### src/rtl/program_loader_pkg.sv
// Shared definitions for the program loader: frame constants and loader state encoding.
package program_loader_pkg;

  localparam int LOADER_HDR_BYTES = 2;
  localparam int BYTES_PER_WORD   = 4;
  localparam int XLEN             = 32;

  typedef enum logic [2:0] {
    HDR0,
    HDR1,
    DATA,
    RUN,
    ERROR
  } loader_state_t;

endpackage

### src/rtl/program_loader_word_assembler.sv
// Collects four little-endian bytes into a 32-bit word and flags the byte that completes it.
module program_loader_word_assembler
  import program_loader_pkg::*;
(
  input  logic            clk,
  input  logic            reset,
  input  logic            clear,
  input  logic            accept,
  input  logic [7:0]      in_byte,
  output logic            word_ready,
  output logic [XLEN-1:0] word
);

  logic [1:0]      byte_cnt;
  logic [XLEN-9:0] shift;

  // The completing byte goes straight into the top lane, so the word is ready on that same edge.
  assign word_ready = accept && (byte_cnt == 2'(BYTES_PER_WORD - 1));
  assign word       = {in_byte, shift};

  always_ff @(posedge clk or negedge reset) begin
    if (!reset) begin
      byte_cnt <= '0;
      shift    <= '0;
    end else if (clear) begin
      byte_cnt <= '0;
      shift    <= '0;
    end else if (accept) begin
      byte_cnt <= byte_cnt + 2'd1;
      shift    <= {in_byte, shift[XLEN-9:8]};
    end
  end

endmodule

### src/rtl/program_loader.sv
// Byte-serial program memory loader: parses a counted frame of words and holds the core in reset until it is written.
module program_loader
  import program_loader_pkg::*;
#(
  parameter int ADDR_WIDTH = 8,
  parameter int XLEN       = 32
) (
  input  logic                  clk,
  input  logic                  reset,
  input  logic [7:0]            in_byte,
  input  logic                  in_valid,
  output logic                  in_ready,
  input  logic                  load_req,
  output logic                  wr_en,
  output logic [ADDR_WIDTH-1:0] wr_addr,
  output logic [XLEN-1:0]       wr_data,
  output logic                  core_reset,
  output logic                  load_done,
  output logic                  frame_error
);

  localparam int DEPTH = 2 ** ADDR_WIDTH;
  localparam int IW    = ADDR_WIDTH + 1;

  loader_state_t   state, state_nxt;
  logic [7:0]      hdr_lo;
  logic [15:0]     hdr_count;
  logic [15:0]     word_count;
  logic [IW-1:0]   word_idx;
  logic            accept;
  logic            last_write;
  logic            word_ready;
  logic [XLEN-1:0] asm_word;

  assign in_ready    = (state == HDR0) || (state == HDR1) || (state == DATA);
  assign core_reset  = (state != RUN);
  assign load_done   = (state == RUN);
  assign frame_error = (state == ERROR);

  // A byte arriving together with load_req is swallowed by the restart.
  assign accept     = in_valid && in_ready && !load_req;
  assign hdr_count  = {in_byte, hdr_lo};
  assign last_write = wr_en && ((32'(word_idx) + 32'd1) == 32'(word_count));

  program_loader_word_assembler u_asm (
    .clk        (clk),
    .reset      (reset),
    .clear      (load_req),
    .accept     (accept && (state == DATA)),
    .in_byte    (in_byte),
    .word_ready (word_ready),
    .word       (asm_word)
  );

  always_ff @(posedge clk or negedge reset) begin
    if (!reset) state <= HDR0;
    else        state <= state_nxt;
  end

  always_comb begin
    state_nxt = state;
    if (load_req) begin
      state_nxt = HDR0;
    end else begin
      case (state)
        HDR0: if (accept) state_nxt = HDR1;
        HDR1: begin
          if (accept) begin
            if (hdr_count == 16'd0)             state_nxt = RUN;
            else if (32'(hdr_count) > DEPTH)    state_nxt = ERROR;
            else                                state_nxt = DATA;
          end
        end
        DATA: if (last_write) state_nxt = RUN;
        default: state_nxt = state;
      endcase
    end
  end

  // Header capture, word indexing and the registered write port.
  always_ff @(posedge clk or negedge reset) begin
    if (!reset) begin
      hdr_lo     <= '0;
      word_count <= '0;
      word_idx   <= '0;
      wr_en      <= 1'b0;
      wr_addr    <= '0;
      wr_data    <= '0;
    end else if (load_req) begin
      hdr_lo     <= '0;
      word_count <= '0;
      word_idx   <= '0;
      wr_en      <= 1'b0;
      wr_addr    <= '0;
      wr_data    <= '0;
    end else begin
      wr_en <= word_ready;
      if (word_ready) begin
        wr_addr <= word_idx[ADDR_WIDTH-1:0];
        wr_data <= asm_word;
      end
      if (wr_en) word_idx <= word_idx + 1'b1;
      if (accept && (state == HDR0)) hdr_lo <= in_byte;
      if (accept && (state == HDR1)) word_count <= hdr_count;
    end
  end

endmodule

### config.mk
export PLATFORM = sky130hd
export DESIGN_NAME = program_loader
export DESIGN_NICKNAME = d
export VERILOG_FILES = /design/src/rtl/program_loader_pkg.sv /design/src/rtl/program_loader_word_assembler.sv /design/src/rtl/program_loader.sv
export SDC_FILE = /design/constraint.sdc
export NUM_CORES = 1
export LEC_CHECK = 0
export CORE_MARGIN = 2
export CORE_UTILIZATION = 35
export CTS_CLUSTER_DIAMETER = 50
export DETAILED_ROUTE_END_ITERATION = 10
export DONT_BUFFER_PORTS = 1
export GPL_TIMING_DRIVEN = 0
export PLACE_DENSITY = 0.6
export SYNTH_ARGS = -nofsm -noshare
export SYNTH_HDL_FRONTEND = slang
export SYNTH_HIERARCHICAL = 1
export SYNTH_SLANG_ARGS = --single-unit
### constraint.sdc
create_clock -name clk -period 2.45 [get_ports clk]
set_input_delay 0.49 -clock clk [delete_from_list [all_inputs] [get_ports clk]]
set_output_delay 0.49 -clock clk [all_outputs]
set_load 0.005 [all_outputs]
* After elaboration in Yosys (flattened, before gate mapping)
Index checks and enable logic that the tools add are counted.
** Word-level totals
- Memories :: 0
- Bits in registers :: 103
- Bits in latches :: 0
- Memory bits (read-only) :: 0
- Memory bits (writable) :: 0
- Output and inout port bits :: 45
- Input bits :: 12
- Word-level logic and storage cells :: 64
** Cells by class
- Reductions and logical operators :: 19
- Add/sub/neg operators :: 3
- Equal/unequal tests :: 10
- Div/mod/pow operators :: 0
- Bitwise gates (word level) :: 0
- Multiply operators :: 0
- Shift operators :: 0
- Order comparisons :: 1
- Muxes and demuxes :: 22
** Operator list (number)
- two-way mux 32 bit :: 2
- two-way mux 24 bit :: 2
- two-way mux 16 bit :: 2
- two-way mux 8 bit :: 4
- two-way mux 3 bit :: 6
- two-way mux 9 bit :: 2
- == test 10 x 16 -> 1 bit :: 1
- > comparator 16 x 9 -> 1 bit, second input constant :: 1
- logical NOT 16 bit :: 1
- adder 9 x 1 -> 10 bit, second input constant :: 1
- nonzero test 2 bit :: 5
- adder 9 x 1 -> 9 bit, second input constant :: 1
- != test 3 bit, second input constant :: 3
- one-hot mux 3 bit (3 select lines) :: 1
- logical AND 1 bit :: 7
- == test 3 x 2 -> 1 bit, second input constant :: 2
- two-way mux 2 bit :: 2
- AND reduction 4 bit :: 1
- nonzero test 4 bit :: 1
- == test 3 x 1 -> 1 bit, second input constant :: 1
- == test 3 bit, second input constant :: 1
- logical NOT 3 bit :: 1
- != test 3 x 2 -> 1 bit, second input constant :: 1
- adder 2 x 1 -> 2 bit, second input constant :: 1
- 4 further kinds :: 5

* Logic depth before layout (Yosys ltp)
- Word-level depth :: 9
- Gate-level depth with buffers :: 10
- Mapped depth without buffers :: 7

* Cells and area by module
The synthesis kept the hierarchy.
** Modules (own cells, without submodules)
- program_loader :: seq. area each 1926.8 um2, area an instance 3594.7 um2, cells an instance 363, times used 1
- program_loader_word_assembler :: seq. area each 650.6 um2, area an instance 1153.6 um2, cells an instance 94, times used 1

* Worst setup path before layout
Ideal clock, no wire load.
- Path type :: input -> register
- From :: in load_req
- To :: reg wr_data[10]
- Slack :: 0.103 ns
- Stages on the path :: 10
- Arrival time :: 2.215 ns
- Path buffers :: 5
- Data required time :: 2.318 ns
- Library setup time :: 0.132 ns
- Cell sequence :: buf_2 nor2_1 and3_1 buf_6 buf_12 and2_1 clkbuf_1 clkbuf_1 mux2i_1 nor2_1
** Between the ends
- Longest elaborated chain between the ends :: 5
- Elaborated cells between the ends (all ways) :: 6
- Classes of those cells :: mux (1); reduce/logical (5)
** Ends and longest elaborated chain
- from (decl) :: RTL line program_loader.sv:13 : input logic load_req,
- logical NOT 1 bit :: RTL line program_loader.sv:41 : assign accept = in_valid && in_ready && !load_req;
- logical AND 1 bit :: RTL line program_loader.sv:41
- logical AND 1 bit :: RTL line program_loader.sv:49 : .accept (accept && (state == DATA)),
- logical AND 1 bit :: RTL line program_loader_word_assembler.sv:18 : assign word_ready = accept && (byte_cnt == 2'(BYTES_PER_WORD - 1));
- named net word_ready :: RTL line program_loader.sv:32 : logic word_ready;
- nonzero test 2 bit (no line)
- to (signal assigned) :: RTL line program_loader.sv:100 : wr_data <= asm_word;
- to (decl) :: RTL line program_loader.sv:16 : output logic [XLEN-1:0] wr_data,
The timed path passes the listed nets, and every way through them passes these cells.
A chain may end at the register's enable or synchronous reset.

* Worst setup path in the final report
- From :: reg word_idx[0]
- To :: reg state[0]
** Between the ends
- Longest elaborated chain between the ends :: 5
** Ends and longest elaborated chain
- from (decl) :: RTL line program_loader.sv:29 : logic [IW-1:0] word_idx;
- from (signal assigned) :: RTL line program_loader.sv:102 : if (wr_en) word_idx <= word_idx + 1'b1;
- adder 9 x 1 -> 10 bit :: RTL line program_loader.sv:43 : assign last_write = wr_en && ((32'(word_idx) + 32'd1) == 32'(word_count));
- == test 10 x 16 -> 1 bit :: RTL line program_loader.sv:43
- logical AND 1 bit :: RTL line program_loader.sv:43
- != test 3 bit (no line)
- AND reduction 4 bit (no line)
- to (signal assigned) :: RTL line program_loader.sv:57 : else state <= state_nxt;
- to (decl) :: RTL line program_loader.sv:25 : loader_state_t state, state_nxt;
Every way passes these cells.

==> reports/qor.yml <==
swShare_pct: 24.8
yosys-top-cells-area: "dfrtp_1 (54%), mux2i_1 (14%), nor2_1 (6.1%), nand2_1 (4.5%), o21ai_0 (1.9%)"
synth_top_cell_area_share_pct: 54.3
finalHoldViolCount: 103
cts_made_buffers: 9
place.gp.congestion: 0.815
syn-num-nets: 471
end_kind: "flop"
num-fill-cells: 1337
synth_flop_cell: "dfrtp_1"
clk_latency_ns: 0.35
drt_iter0_drc: 238
cts_sinks: 103
gr-usage-all-layers_pct: 16.3
cell_internal_pwr_mw: 2.51
max_slew_margin_pct: 60.2
postCtsSetupBuffers: 0
start_kind: "flop"
path_clk_slew_ns: 0.07
drc: 0
nets: 481
drive_gt1_share_pct: 9.75
start_util_pct: 35.9
syn_inst: 457
grt_pass1_vias: 3430
period_minus_slack_ns: 2.27
pwr-share-clk_pct: 42.6
worstSetupPathType: "flop to flop"
post_drt_wl_per_cell_um: 17.0
hold_ws_ns: -0.160
antenna_found_initial: 0
vias: 3270
seq_area_frac_synth_pct: 54.3
htreeDepth: 3
cts_root_buf: "clkbuf_16"
crit_fanout: 6
fmax_mhz: 441
place_hpwl_um: 7710
crit_required_ns: 2.69
final_max_slew_viol_count: 0
dr.pass1.iters: 4
clockBufferDepth: 2
drt-total-wl_um: 11000
setup_viol: 0
ant_nets: 0
fin_skew_ns: 0.00679
combinationalPowerShare_pct: 5.2
finalSetupTns_ns: 0
postLayoutCoreUtil_pct: 39.9
hp-class: "input pin to asynchronous set/reset pin"
switchingPower_mw: 0.830
area_growth_pct: 11.4
netlist_area_sq_um: 4750
violations: "hold timing"
ys_async_sr_fraction_pct: 100
cp.arrival_ns: 2.50
rsz0062_at_grt: "false"
yosys_warnings: 6
die-area_sq_um: 14500
diodes: 0
power_frac_seq_pct: 52.3
die_x_um: 120
irDropWorstVdd_v: 0.000308
die_height_um: 120
worst_pin_slew_ns: 0.598
p_leak_nw: 2.23
status: "finished with violations"
ios: 57
grt_max_degree: 104
num_rows: 42
fin_cells: 648
cap_violations: 0
syn_avg_cell_area_sq_um: 10.4
synth_top_cell_by_area: "dfrtp_1"
dp.cells: 633
cts_tree: "built"
routed_via_density: 5.05
portBuffers: 0
grt_first_pass_wirelength_um: 18400
synth_edf_count: 0
design.core.area_sq_um: 13200
ys_ff_latch: 103
overflow: 0
synth.distinct_cells: 48
powerDensity_nw_per_um2: 632
min_period_over_period_pct: 92.6
[registers in the layout (all words and copies together), names as in the netlist]
register	count
wr_data	32
u_asm/shift	24
word_count	16
word_idx	9
hdr_lo	8
wr_addr	8
state	3
u_asm/byte_cnt	2
wr_en	1
[cells in the final DEF, fill, tap and decap left out, types with 2 or more instances in the layout]
master and n:
mux2i_1 66, inv_6 2, buf_12 2, clkinv_8 2, buf_4 10, o21ai_0 18
nand4_1 4, o31ai_1 2, buf_6 4, nand2_1 57, clkbuf_1 10, nand2b_1 5
nor3_1 8, ha_1 2, xor2_1 7, nor4_1 7, or3_1 2, clkbuf_16 9
xnor2_1 8, buf_2 8, and3_1 4, dfrtp_1 103, o21a_1 2, nor2_1 77
inv_1 2, and2_1 3, a21oi_1 16, nor2b_1 2, buf_1 4, o211a_1 2
[worst max-delay path: stages (launching register included)]
cell and delay [ns]:
dfrtp_1 0.48, ha_1 0.30, nand3_1 0.23, nor4_1 0.31, o22ai_1 0.13, nor4_2 0.35
a21oi_1 0.13, o211a_1 0.23
[power by group through the flow]
| stage | clock, mW | combinational, mW | sequential, mW |
|---|---|---|---|
| global route | 1.54 | 0.196 | 1.75 |
| finish | 1.42 | 0.173 | 1.75 |
| CTS | 1.46 | 0.173 | 1.75 |
| floorplan | 0 | 0.135 | 1.77 |
| detailed placement | 0 | 0.173 | 1.78 |
| global placement | 0 | 0.169 | 1.78 |
[per-stage QoR]
step	power, mW	area (sq um)	setup slack [ns]	hold slack (ns)
5_1_grt	3.49	5290	0.0484	-0.183
3_5_place_dp	1.96	4970	-0.353	0.197
2_1_floorplan	1.91	4750	0.103	0.194
6_report	3.34	5290	0.181	-0.160
4_1_cts	3.38	5280	0.0371	-0.179
3_3_place_gp	1.95	4970	-0.327	0.197
[Yosys cell counts (all sizes together), types with 3 or more instances]
library cell	count
a21oi	16
and2	3
and3	4
buf	26
clkbuf	13
dfrtp	103
mux2i	66
nand2	57
nand2b	5
nand4	4
nor2	78
nor3	9
nor4	8
o21ai	18
xnor2	8
xor2	7
[layer usage]
layer / vias to the layer above / part of all wire (%) / GRT usage, %
met5: - / 0 / 0
met4: 0 / 1.8 / 5.09
met3: 13 / 5.6 / 5.19
met2: 66 / 50 / 26.5
met1: 1631 / 43 / 20.6
li1: 1560 / - / -
[cell families (layout without fill, tap and decap cells)]
group	count (synthesis)	after routing	synth area share (%)
AO/OA/AOI/OAI	49	49	6.30
AND/OR/NAND/NOR	180	180	17.0
buffers and inverters	42	57	5.16
XOR/XNOR	15	15	2.77
adder cells (fa/ha/maj)	2	2	0.527
flip-flops	103	103	54.3
multiplexers	66	66	13.9
[final cells by class]
cell class | count | area, sq um | share of cell area, %
buffer | 38 | 253 | 4.78
clock buffer | 9 | 225 | 4.26
clock inverter | 7 | 77.6 | 1.47
inverter | 3 | 11.3 | 0.213
multi-input combinational | 312 | 1930 | 36.4
sequential | 103 | 2580 | 48.7
tap | 176 | 220 | 4.16
[final timing paths]
| check | slack (ns) | depth (start not counted) | start | to |
|---|---|---|---|---|
| worst min-delay path | -0.16 | 0 | reset | wr_addr[5]$_DFFE_PN0P_ |
| max in group asynchronous | 2.43 | 0 | reset | word_idx[3]$_DFFE_PN0P_ |
| min in group clk | 0.27 | 2 | in_byte[0] | word_count[8]$_DFFE_PN0P_ |
| worst min register to register | 0.51 | 2 | hdr_lo[4]$_DFFE_PN0P_ | word_count[4]$_DFFE_PN0P_ |
| worst max register to register | 0.18 | 7 | word_idx[0]$_DFFE_PN0P_ | state[0]$_DFFE_PN0P_ |
| worst max-delay path | 0.18 | 7 | word_idx[0]$_DFFE_PN0P_ | state[0]$_DFFE_PN0P_ |
[repair_timing]
action,4_1_cts,5_1_grt
gates cloned,0,0
resized for setup,4,12
endpoints found under the hold margin,103,103
pin swaps,0,0
setup endpoints to repair,40,39
(Power assumes the default switching activity.)
